[config.mk]
export PLATFORM = sky130hd
export DESIGN_NAME = if_fetch_stage
export DESIGN_NICKNAME = d
export VERILOG_FILES = /design/src/rtl/if_pkg.sv /design/src/rtl/pc_reg.sv /design/src/rtl/if_fetch_stage.sv
export SDC_FILE = /design/constraint.sdc
export NUM_CORES = 1
export LEC_CHECK = 0
export BUFFER_PORTS_ARGS = -buffer_cell sky130_fd_sc_hd__buf_2
export CAP_MARGIN = 20
export CORE_MARGIN = 3
export CORE_UTILIZATION = 25
export CTS_BUF_LIST = sky130_fd_sc_hd__clkbuf_8
export DETAILED_ROUTE_END_ITERATION = 12
export GPL_TIMING_DRIVEN = 0
export SLEW_MARGIN = 20
export SYNTH_ARGS = -nofsm -noshare
export SYNTH_HDL_FRONTEND = slang
export SYNTH_SLANG_ARGS = --single-unit
[constraint.sdc]
create_clock -name clk -period 4 [get_ports clk]
set_clock_uncertainty 0.05 [all_clocks]
set_input_delay 1.2 -clock clk [delete_from_list [all_inputs] [get_ports clk]]
set_output_delay 1.2 -clock clk [all_outputs]
set_load 0.03 [all_outputs]
[src/rtl/if_pkg.sv]
// if_pkg: shared types and constants for the instruction-fetch stage.
// Holds the fetch FSM state enum, the NOP bubble encoding and the default PC parameters.
package if_pkg;
  typedef enum logic [1:0] {FETCH, HOLD, DISCARD} fetch_state_t;
  localparam logic [31:0] NOP_INSTR    = 32'h0000_0000;
  localparam logic [31:0] DEF_RESET_PC = 32'h0000_0000;
  localparam logic [31:0] DEF_PC_INC   = 32'd4;
endpackage

[src/rtl/pc_reg.sv]
// pc_reg: 32-bit program counter with sync reset to RESET_PC and load enable.
// Ports: clk, rst (sync, active-high), ld (load enable), d (load value), q (current PC).
module pc_reg
  import if_pkg::*;
#(
  parameter logic [31:0] RESET_PC = DEF_RESET_PC
) (
  input  logic        clk,
  input  logic        rst,
  input  logic        ld,
  input  logic [31:0] d,
  output logic [31:0] q
);
  always_ff @(posedge clk)
    if (rst) q <= RESET_PC;
    else if (ld) q <= d;
endmodule

[src/rtl/if_fetch_stage.sv]
// if_fetch_stage: PC owner and instruction fetch feeding the IF/ID register.
// Ports: clk, rst; freeze (hazard stall), branch_taken/branch_addr (EXE redirect);
// imem_req/imem_addr/imem_ready/imem_rdata (fetch handshake);
// PC_out/instruction_out/valid_out (IF/ID payload, zero bubble when invalid); fetch_busy.
module if_fetch_stage
  import if_pkg::*;
#(
  parameter logic [31:0] RESET_PC = DEF_RESET_PC,
  parameter logic [31:0] PC_INC   = DEF_PC_INC
) (
  input  logic        clk,
  input  logic        rst,
  input  logic        freeze,
  input  logic        branch_taken,
  input  logic [31:0] branch_addr,
  output logic        imem_req,
  output logic [31:0] imem_addr,
  input  logic        imem_ready,
  input  logic [31:0] imem_rdata,
  output logic [31:0] PC_out,
  output logic [31:0] instruction_out,
  output logic        valid_out,
  output logic        fetch_busy
);
  fetch_state_t state, state_d;
  logic [31:0] pc, pc_d, pc_inc, target, hold_buf, disc_addr;
  logic        pc_ld;
  assign pc_inc = pc + PC_INC;
  assign target = branch_addr & ~32'd3;
  pc_reg #(.RESET_PC(RESET_PC)) u_pc (.clk(clk), .rst(rst), .ld(pc_ld), .d(pc_d), .q(pc));
  always_ff @(posedge clk)
    if (rst) state <= FETCH;
    else state <= state_d;
  // hold_buf keeps a word accepted during a freeze; disc_addr keeps the
  // abandoned address on the bus while the pc already points at the target.
  always_ff @(posedge clk)
    if (rst) begin
      hold_buf  <= '0;
      disc_addr <= '0;
    end else begin
      if (state == FETCH && imem_ready && !branch_taken && freeze) hold_buf <= imem_rdata;
      if (state == FETCH && branch_taken && !imem_ready) disc_addr <= pc;
    end
  always_comb begin
    state_d = state;
    pc_ld   = 1'b0;
    pc_d    = branch_taken ? target : pc_inc;
    case (state)
      FETCH: begin
        pc_ld   = branch_taken | (imem_ready & ~freeze);
        state_d = branch_taken ? (imem_ready ? FETCH : DISCARD) :
                  (imem_ready & freeze) ? HOLD : FETCH;
      end
      HOLD: begin
        pc_ld   = branch_taken | ~freeze;
        state_d = (branch_taken | ~freeze) ? FETCH : HOLD;
      end
      DISCARD: begin
        pc_ld   = branch_taken;
        state_d = imem_ready ? FETCH : DISCARD;
      end
      default: state_d = FETCH;
    endcase
  end
  always_comb begin
    imem_req        = rst | (state != HOLD);
    imem_addr       = rst ? RESET_PC : (state == DISCARD) ? disc_addr : pc;
    valid_out       = ~rst & ~branch_taken & ((state == HOLD) | ((state == FETCH) & imem_ready));
    instruction_out = valid_out ? ((state == HOLD) ? hold_buf : imem_rdata) : NOP_INSTR;
    PC_out          = valid_out ? pc_inc : '0;
    fetch_busy      = imem_req & ~imem_ready;
  end
  a_addr_stable: assert property (@(posedge clk) disable iff (rst)
    (imem_req && !imem_ready) |=> $stable(imem_addr));
endmodule

# --- After elaboration in Yosys (flattened, before gate mapping) ---
# Index checks and enable logic that the tools add are counted.
word_totals:
  reg_bits: 98
  input_bits: 69
  output_inout_bits: 99
  wordCells: 42
op_classes:
  n_addsub: 1
  n_eq_ne: 3
  mux: 12
  bitwise: 14
  n_reduce_logical: 8
ops:
  columns: ["op", "n"]
  rows:
  - ["$mux W32", 6]
  - ["$add A32 B3 Y32 const B", 1]
  - ["$and A1 B1 Y1", 6]
  - ["$pmux W2 S3", 1]
  - ["$logic_and A1 B1 Y1", 5]
  - ["$mux W2", 2]
  - ["$not A1 Y1", 4]
  - ["$or A1 B1 Y1", 4]
  - ["$pmux W1 S3", 1]
  - ["$eq A2 B1 Y1 const B", 1]
  - ["$eq A2 B2 Y1 const B", 1]
  - ["$logic_not A1 Y1", 2]
  - ["$logic_not A2 Y1", 1]
  - ["$mux W1", 2]
  - ["$ne A2 B1 Y1 const B", 1]

# --- Longest topological paths before layout ---
logic_depth:
  ltp_word: 5
  depth_mapped: 8
  mapped_depth_nobuf: 6

# --- Modules after synthesis ---
# From an unflattened synthesis, not the netlist that was laid out.
unflattened:
  hier_cells: 820
  area_unflattened_um2: 5529.1
by_module_without_submodules:
  columns: ["mod", "n_inst", "cells_each", "area_each_um2", "seq_area_each_um2"]
  rows:
  - ["if_fetch_stage", 1, 717, 4365.4, 1321.3]
  - ["pc_reg", 1, 103, 1163.6, 640.6]

# --- Worst setup path before layout ---
# Ideal clock, no wire load.
synth_path:
  path_type: "input -> output"
  start: "input port branch_taken"
  end: "output port PC_out[20]"
  arrival_ns: 2.773
  t_required_ns: 2.750
  setup_slack_ns: -0.023
  stages: 6
  path_buffers: 3
  cell_sequence: "clkbuf_1 -> or2_1 -> or3_1 -> clkbuf_1 -> clkbuf_1 -> a21oi_1"
synth_between:
  elab_chain_len: 4
synth_rtl:
  columns: ["element", "line_no", "text"]
  rows:
  - ["start, declared", "if_fetch_stage.sv:14", "input logic branch_taken,"]
  - ["$not A1 Y1", "if_fetch_stage.sv:68", "valid_out = ~rst & ~branch_taken & ((state == HOLD) | ((state == FETCH) & imem_ready));"]
  - ["$and A1 B1 Y1 (2 in series)", "if_fetch_stage.sv:68", null]
  - ["$mux W32", "if_fetch_stage.sv:70", "PC_out = valid_out ? pc_inc : '0;"]
  - ["end, declared", "if_fetch_stage.sv:20", "output logic [31:0] PC_out,"]
# Every way passes these cells.

# --- Final worst setup path ---
layout_path:
  start: "input port branch_taken"
  end: "output port PC_out[5]"
# The elaborated chain is that of the path after synthesis.

==> results.py <==
metrics = {
    "synthesis": {
        "ys.flop_type": "dfxtp_1",
        "synthMuxAreaShare_pct": 0.716,
        "syn_area_um2": 5760,
        "synth_compound_area_share_pct": 20.4,
        "synth_fa_ha_area_share_pct": 0.217,
        "yosys.area_share.simple_pct": 34.0,
        "ys_async_sr_fraction_pct": 0,
        "ys_ff_latch": 94,
        "synthXorXnorAreaFrac_pct": 4.10,
        "synth_cells": 874,
        "synth_area_leaders": "dfxtp_1 (33%), nand2_1 (18%), a21oi_1 (13%)",
        "ys_types": 58,
        "synth-edff-count": 0,
        "seq_area_frac_synth_pct": 32.7,
        "synth_top_family_by_area": "simple AND/OR/NAND/NOR gates",
        "yosys_warnings": 0,
        "avgSynthCellArea_um2": 6.59,
        "synth_top_area_share_pct": 32.7,
        "yosysTopAreaCell": "dfxtp_1",
    },
    "grt": {
        "first_global_vias": 6369,
        "grt_pass1_wl_mm": 34.2,
        "track_usage_pct": 17.6,
        "grt_start_max_net_pins": 16,
        "antenna_found_initial": 0,
        "gr-total-overflow": 0,
    },
    "worst_hold_path": {
        "hold_depth": 2,
        "hold_end": "hold_buf[12]",
        "min_path_type": "reg2reg",
        "hp-start": "hold_buf[12]",
    },
    "worst_setup_path": {
        "critPathSlowestCell": "or3_4",
        "crit_type": "in2out",
        "reg2reg_from": "state[0]",
        "critPathTopFamily": "simple AND/OR/NAND/NOR gates",
        "path_cells": "clkbuf_2 > or2_4 > or3_4 > clkbuf_8 > nor2_1 > buf_2",
        "max_stage_delay_ps": 400,
        "r2r-end": "u_pc.q[15]",
        "worst_r2r_path_depth": 8,
        "crit_path_end_kind": "output port",
        "ff2ff_setup_slack_ps": 1570,
        "required_ps": 2750,
        "cp-start-kind": "primary input",
        "crit_fanout": 10,
        "worst_ep_arrival_time_ps": 2700,
        "crit_buf_inv": 3,
    },
    "layout": {
        "diodes": 0,
        "area_delta_synth_final_pct": 24.7,
        "mostFrequentLayoutCells": "nand2_1 (276), buf_2 (171), a21oi_1 (145)",
        "layout.nets": 1118,
        "layout_commonest_cell": "nand2_1",
        "drive_gt1_share_pct": 22.4,
    },
    "power": {
        "p_int_mw": 1.41,
        "finalPower_mw": 2.13,
        "power_density_nw_per_um2": 297,
        "p_sw_share_pct": 34.0,
        "peakVddDrop_uv": 143,
        "combPwrFrac_pct": 22.1,
        "seqPwrFrac_pct": 46.6,
        "p_clk_share_pct": 31.4,
        "power_switching_mw": 0.725,
        "p_leak_nw": 2.90,
    },
    "sta": {
        "fmax_mhz": 253,
        "worst_slack_ps": 48.0,
        "finalMaxSlewViolations": 0,
        "worst_pin_slew_ps": 803,
        "setup_viol": 0,
        "rsz0062_at_grt": "no",
        "hold_viol_final": 0,
        "fin_crit_sh_pct": 98.8,
        "min_period_ps": 3950,
        "slew_headroom_pct": 46.0,
    },
    "status": {
        "status": "completed",
    },
    "drt": {
        "first_pass_iters": 5,
        "drtAntennaViolNets": 0,
        "num_vias": 6672,
        "via_per_inst": 5.01,
        "drc_errors": 0,
        "routedWlPerCell_um": 17.0,
        "wl_mm": 22.7,
        "dr.first_iter.drc_count": 592,
    },
    "cts": {
        "cts_tree": "done",
        "cts.clk_slew.worst_paths_ps": 80,
        "root_buffer": "clkbuf_8",
        "htree_levels": 3,
        "clk_path_buf_depth": 2,
        "holdBufCountCts": 0,
        "cts.sinks": 94,
        "clk-insertion-delay-late_ps": 400,
        "cts-buffers-inserted": 9,
    },
    "placed_design": {
        "port_buffers": 159,
        "post-place-ws_ps": -445,
        "gp_congestion": 0.897,
        "dp_hpwl_mm": 17.0,
    },
    "die": {
        "row_count": 54,
        "pin_count": 168,
        "die_w_um": 158,
        "die_y_um": 158,
        "dieArea_um2": 24900,
        "start_util_pct": 25.9,
        "core_area_um2": 22200,
    },
    "run": {
        "maxCapViolations": 0,
    },
}
## tightest hold or removal path, cell delays in order (launching register included)
cell	delay (ps)
dfxtp_1	320
nand2_1	50
a21oi_1	50
## routing by layer
| layer | up-vias | wire [µm] | GRT usage [%] |
|---|---|---|---|
| met5 | - | 0 | 0 |
| met4 | 0 | 529 | 6.03 |
| met3 | 40 | 1740 | 3.61 |
| met2 | 278 | 10200 | 27.6 |
| met1 | 3092 | 10200 | 23.9 |
| li1 | 3262 | - | - |
## worst max-delay path by stage
stage	start	endpoint	slack [ps]	cells after the start
floorplan	branch_taken	PC_out[20]	-20	6
global placement	branch_taken	PC_out[5]	-450	7
detailed placement	branch_taken	PC_out[4]	-440	7
CTS	branch_taken	PC_out[5]	1	6
global route	branch_taken	PC_out[29]	20	6
finish	branch_taken	PC_out[5]	50	6
## stage by stage
stage / hold WS [ps] / util (%) / instance area [µm²] / std cells / setup TNS (ps)
6_report: 408 / 32.3 / 7190 / 1333 / 0
5_1_grt: 425 / 32.3 / 7190 / 1333 / 0
4_1_cts: 410 / 32.2 / 7160 / 1331 / 0
3_5_place_dp: 397 / 31.1 / 6920 / 1316 / -16870
3_3_place_gp: 392 / 31.1 / 6920 / 1316 / -16690
2_1_floorplan: 387 / - / 5770 / 877 / -575
## kinds of logic after synthesis
group	after synthesis
muxes	4
DFF	94
AOI/OAI and AO/OA	208
other	1
buffers and inverters	100
adders and majority gates	1
xor gates and xnor gates	27
and+or+nand+nor	439
## timing repair
item | 4_1_cts | 5_1_grt
pin swaps | 1 | 1
setup buffers | 0 | 2
endpoints found under the setup margin | 63 | 65
gates resized for setup | 23 | 11
## flip-flops by register name (all words and copies together), names as in the netlist
| name | count |
|---|---|
| hold_buf | 32 |
| disc_addr | 30 |
| u_pc.q | 30 |
| state | 2 |
## synth_stat cells, drive strengths merged (2+ instances only)
| cell type | count |
|---|---|
| nand3 | 19 |
| a22o | 5 |
| a21oi | 145 |
| or3 | 10 |
| buf | 31 |
| nand2b | 5 |
| a2bb2oi | 3 |
| xnor2 | 17 |
| nand4 | 10 |
| and2 | 4 |
| and4 | 5 |
| a22oi | 10 |
| nor3 | 15 |
| dfxtp | 94 |
| nor3b | 2 |
| and3 | 9 |
| o31ai | 4 |
| xor2 | 10 |
| o211ai | 2 |
| a31oi | 6 |
| nor4 | 12 |
| nand2 | 276 |
| inv | 5 |
| a32o | 2 |
| mux2i | 3 |
| o32ai | 2 |
| o31a | 2 |
| clkbuf | 64 |
| o21ai | 18 |
| nor2b | 3 |
| nor2 | 65 |
## power groups by stage
stage	clock [mW]	sequential (mW)	combinational, mW
after floorplan	0	1.01	0.302
after global placement	0	1.01	0.458
after detailed placement	0	1.01	0.462
after CTS	0.686	0.993	0.467
after global routing	0.712	0.999	0.514
final	0.669	0.994	0.470
## final cells by class
type                            count  area (µm²)
Timing Repair Buffer              161         833
Clock buffer                        9         124
Tap cell                          280         350
Fill cell                        2448       15000
Buffer                             94         465
Clock inverter                      7        65.1
Multi-Input combinational cell    683        3450
Sequential cell                    94        1880
Inverter                            5        18.8
Power figures use the tool's default switching activity.
